[config.mk]
export PLATFORM = sky130hd
export DESIGN_NAME = mem_wb_stage
export DESIGN_NICKNAME = d
export VERILOG_FILES = /design/src/rtl/mem_wb_stage.sv
export SDC_FILE = /design/constraint.sdc
export NUM_CORES = 1
export LEC_CHECK = 0
export ABC_AREA = 1
export BUFFER_PORTS_ARGS = -buffer_cell sky130_fd_sc_hd__buf_2
export CAP_MARGIN = 15
export CORE_MARGIN = 2
export CORE_UTILIZATION = 43
export DETAILED_ROUTE_END_ITERATION = 10
export PLACE_DENSITY = 0.8
export SETUP_SLACK_MARGIN = 0.5
export SLEW_MARGIN = 20
export SYNTH_ARGS = -nofsm -noshare
export SYNTH_HDL_FRONTEND = slang
export SYNTH_SLANG_ARGS = --single-unit
[constraint.sdc]
create_clock -name clk -period 1.5 [get_ports clk]
set_clock_uncertainty 0.15 [all_clocks]
set_input_delay 0.45 -clock clk [delete_from_list [all_inputs] [get_ports clk]]
set_output_delay 0.45 -clock clk [all_outputs]
set_load 0.005 [all_outputs]
[src/rtl/mem_wb_stage.sv]
// Memory-access / writeback stage: M register, data-memory handshake with timeout, W register.
// Latency: E->M one edge, M->W one edge plus one edge per wait cycle; StallM freezes upstream while memory waits.
module mem_wb_stage #(
  parameter int MAX_WAIT = 15
) (
  input  logic        clk,
  input  logic        rst,
  input  logic [31:0] ALUOutE,
  input  logic [31:0] WriteDataE,
  input  logic [4:0]  WriteRegE,
  input  logic        RegWriteE,
  input  logic        MemtoRegE,
  input  logic        MemWriteE,
  output logic        mem_req,
  output logic        mem_we,
  output logic [31:0] mem_addr,
  output logic [31:0] mem_wdata,
  input  logic [31:0] mem_rdata,
  input  logic        mem_ack,
  output logic        StallM,
  output logic [31:0] ALUOutM,
  output logic [4:0]  WriteRegM,
  output logic        RegWriteM,
  output logic        MemtoRegM,
  output logic [31:0] ResultW,
  output logic [4:0]  WriteRegW,
  output logic        RegWriteW,
  output logic        mem_err
);

  localparam int CW = $clog2(MAX_WAIT + 1);

  typedef enum logic [1:0] {S_IDLE, S_WAIT, S_ABORT} state_t;

  logic [31:0] r_alu_m, r_wdata_m;
  logic [4:0]  r_wreg_m;
  logic        r_regwrite_m, r_memtoreg_m, r_memwrite_m;

  logic [31:0] r_alu_w, r_rdata_w;
  logic [4:0]  r_wreg_w;
  logic        r_memtoreg_w, r_regwrite_w;

  state_t      r_state;
  logic [CW-1:0] r_wait_cnt;
  logic        r_err;

  logic w_acc, w_abort, w_stall, w_done;

  assign w_acc   = r_memwrite_m | r_memtoreg_m;
  assign w_abort = w_acc & (r_state == S_ABORT);
  assign w_stall = w_acc & ~mem_ack & ~w_abort;
  assign w_done  = mem_req & mem_ack;

  assign mem_req   = w_acc & ~w_abort;
  assign mem_we    = r_memwrite_m;
  assign mem_addr  = r_alu_m;
  assign mem_wdata = r_wdata_m;

  assign StallM    = w_stall;
  assign ALUOutM   = r_alu_m;
  assign WriteRegM = r_wreg_m;
  assign RegWriteM = r_regwrite_m;
  assign MemtoRegM = r_memtoreg_m;

  assign ResultW   = r_memtoreg_w ? r_rdata_w : r_alu_w;
  assign WriteRegW = r_wreg_w;
  assign RegWriteW = r_regwrite_w;
  assign mem_err   = r_err;

  always_ff @(posedge clk or negedge rst) begin
    if (!rst) begin
      r_alu_m      <= '0;
      r_wdata_m    <= '0;
      r_wreg_m     <= '0;
      r_regwrite_m <= 1'b0;
      r_memtoreg_m <= 1'b0;
      r_memwrite_m <= 1'b0;
    end else if (!w_stall) begin
      r_alu_m      <= ALUOutE;
      r_wdata_m    <= WriteDataE;
      r_wreg_m     <= WriteRegE;
      r_regwrite_m <= RegWriteE;
      r_memtoreg_m <= MemtoRegE;
      r_memwrite_m <= MemWriteE;
    end
  end

  // The counter only advances while stalled, so reaching MAX_WAIT-1 under stall means the next cycle is the timeout.
  always_ff @(posedge clk or negedge rst) begin
    if (!rst) begin
      r_state    <= S_IDLE;
      r_wait_cnt <= '0;
    end else if (!w_stall) begin
      r_state    <= S_IDLE;
      r_wait_cnt <= '0;
    end else begin
      r_wait_cnt <= r_wait_cnt + CW'(1);
      r_state    <= (r_wait_cnt == CW'(MAX_WAIT - 1)) ? S_ABORT : S_WAIT;
    end
  end

  always_ff @(posedge clk or negedge rst) begin
    if (!rst) begin
      r_alu_w      <= '0;
      r_rdata_w    <= '0;
      r_wreg_w     <= '0;
      r_memtoreg_w <= 1'b0;
      r_regwrite_w <= 1'b0;
    end else begin
      r_alu_w      <= r_alu_m;
      r_wreg_w     <= r_wreg_m;
      r_memtoreg_w <= r_memtoreg_m;
      // A stalled cycle writes a bubble so the held instruction retires only once.
      r_regwrite_w <= r_regwrite_m & ~w_abort & ~w_stall;
      if (w_abort)
        r_rdata_w <= '0;
      else if (w_done)
        r_rdata_w <= mem_rdata;
    end
  end

  always_ff @(posedge clk or negedge rst) begin
    if (!rst)
      r_err <= 1'b0;
    else if (w_abort)
      r_err <= 1'b1;
  end

endmodule

==> metrics <==
Worst Path Buf+Inv 3; FILL cells 772; setup TNS -37.75 ns; VDD IR max 0.776 mV; Ports between 200 and 300; Starting Density about 44%; DR vias/cell 5.01; total clock sinks 150; sequence of cells on the critical path buf_12 > clkbuf_16 > mux2_2 > buf_2; CP max stage cell dfrtp_2; worst hold slack -0.252 ns; P&R area growth vs syn 80.4%; cts bufs inserted 17; failing checks hold timing, setup timing; CP max FO 7; Seq cells post-synth 150; gr usage total 26.6%; DP Area 7390 um2; max-slew violations 0; Switch Pwr approximately 4000 uW; Rel. slew slack 76.5%; hpwl dp 10500 um; highest clock rate 467 MHz; mapped cell area 5920 um2; largest net degree at the start of global routing 39; Pwr Density 1310 nW/um2; Tcrit/Tclk final 143%; critical path's top delay family buffers and inverters; core area 13300 um2; Max-cap violations 0; CTS Root Cell clkbuf_16; sw frac 28.6%; die width 121 um; syn avg cell area 10.1 um2; RSZ-0062 raised after global routing yes; height of the die 121 um; Comb power frac 30.0%; Final WS setup -0.641 ns; commonest non-fill, non-tap cells in the layout buf_2, dfrtp_1, nand2_2; synth top area cells dfrtp_1, nand2_1, buf_4, mux2_2, nand3_1; internal power between 10000 and 15000 uW; row count 42; cell taking the most area after synthesis dfrtp_1; Worst Path Required ~0.9 ns; Lkg Pwr 0.00577 uW; share of the synthesized area in the top cell type roughly 63%; Worst Setup Path Type reg2out; CTS clk-pin slew, worst paths 0.07 ns; # H-tree levels 4; RePlAce Congestion roughly 0.85; syn nets 696; outcome finished with violations; clk buf depth 2; WL/cell 20.5 um; vias in the first global route 5340; Routed WL 23100 um; Worst setup SP type flop; Setup-failing EPs final about 250; Worst Tran Pin Value approximately 0.35 ns; most common cell after layout, fill and taps aside buf_2; share of cells above drive strength 1 69.9%; sequential power share 36.2%; Crit. End Element output port; Port Buffers around 250; initial DRC count between 300 and 400; critical path arrival ~1.5 ns; pre-CTS setup slack -0.220 ns; Final ANT Viol Nets 0; first-pass GRT wire length 28800 um; via count 5658; yosys warns 0; nets@finish 1048; fin util approximately 80%; distinct cell type count after synthesis 19; Syn Inst Count 587; DRC violations left 0; Final Cell Area 10700 um2; die area 14700 um2; power share of the clock group 33.7%; hold crit path type in2async; CP max stage delay 0.37 ns; CTS tree built; Fin. Hold Viols 16; Tmin final 2.14 ns; sequential fraction of the synthesis area 63.4%; GRT overflow 0; first-pass iteration count of the detailed router 5; worst skew pair latency 0.42 ns; initial antenna violation count 1
==> metrics by stage <==
stage	std cells	total power, uW	hold slack, ns
finish	1129	14000	-0.252
floorplan	587	6370	0.00441
global placement	980	7200	0.186
CTS	1083	13100	-0.261
detailed placement	980	7280	0.187
global route	1129	14600	-0.256
==> registers in the layout, indices dropped and copies added (netlist names) <==
register      flops
ALUOutM          32
mem_wdata        32
r_alu_w          32
r_rdata_w        32
WriteRegM         5
WriteRegW         5
r_wait_cnt        4
r_state           2
MemtoRegM         1
RegWriteM         1
RegWriteW         1
mem_err           1
mem_we            1
r_memtoreg_w      1
==> layer usage <==
metal,vias to the layer above,GRT usage [%],share of wire [%]
met3,59,5.92,6.3
li1,2526,-,-
met2,261,47.9,55
met1,2812,30.7,35
met5,-,0,0
met4,0,10.1,3.8
==> timing repair <==
action | in CTS | in global routing
gates resized for setup | 123 | 221
endpoints found under the setup margin | 257 | 257
hold endpoints to repair | 16 | 16
gates cloned | 24 | 10
pin swaps | 13 | 52
setup buffers | 47 | 35
==> Yosys cell counts (all sizes together) <==
| master | number |
|---|---|
| clkbuf | 1 |
| nor2 | 8 |
| buf | 59 |
| inv | 11 |
| mux2 | 32 |
| xnor2 | 1 |
| o21ai | 2 |
| nand4 | 1 |
| ha | 2 |
| nand3 | 36 |
| nand2 | 283 |
| o21bai | 1 |
| dfrtp | 150 |
==> worst register-to-register path: stages (launching register included) <==
cell and delay [ns]:
dfrtp_1 0.40, inv_2 0.07, nand2_4 0.09, nand3_4 0.11
buf_6 0.14, buf_6 0.13, buf_12 0.14, buf_12 0.13
buf_16 0.14, nand2_4 0.06, nand2_2 0.05
==> area by class of cell <==
cell class,instances,area [um2],area share (%)
repair buffers,393,3370,31.6
flip-flops and latches,150,3760,35.2
clock buffers,20,457,4.27
diodes,1,2.50,0.0234
multi-input cells,366,2630,24.6
clock inverters,12,198,1.85
well taps,176,220,2.06
inverters,11,51.3,0.480
==> kinds of logic (layout without fill, tap and decap cells) <==
logic type | after synthesis | after routing | synth area share (%)
DFF | 150 | 150 | 63.4
adders and majority gates | 2 | 2 | 0.422
other | 0 | 1 | 0
buffers and inverters | 71 | 436 | 7.65
xor gates and xnor gates | 1 | 1 | 0.148
and+or+nand+nor | 328 | 328 | 22.0
AOI/OAI and AO/OA | 3 | 3 | 0.296
muxes | 32 | 32 | 6.08
==> path summary, 6_finish.rpt <==
path | from | endpoint | slack (ns) | cells after the start
worst max register to register | MemtoRegM | mem_wdata[6] | -0.22 | 10
min in group clk | ALUOutE[5] | ALUOutM[5] | 0.09 | 3
max in group asynchronous | rst | ALUOutM[3] | 0.96 | 2
worst max-delay path | r_memtoreg_w | ResultW[21] | -0.64 | 4
worst min register to register | ALUOutM[16] | r_alu_w[16] | 0.27 | 0
worst min-delay path | rst | mem_wdata[8] | -0.25 | 1
==> power groups by stage <==
stage	Clock (uW)	Sequential [uW]	Combinational, uW
finish	4740	5090	4220
global placement	0	5100	2100
CTS	4750	5050	3290
floorplan	0	5060	1310
detailed placement	0	5110	2170
global route	5000	5140	4470
(Power assumes the default switching activity.)
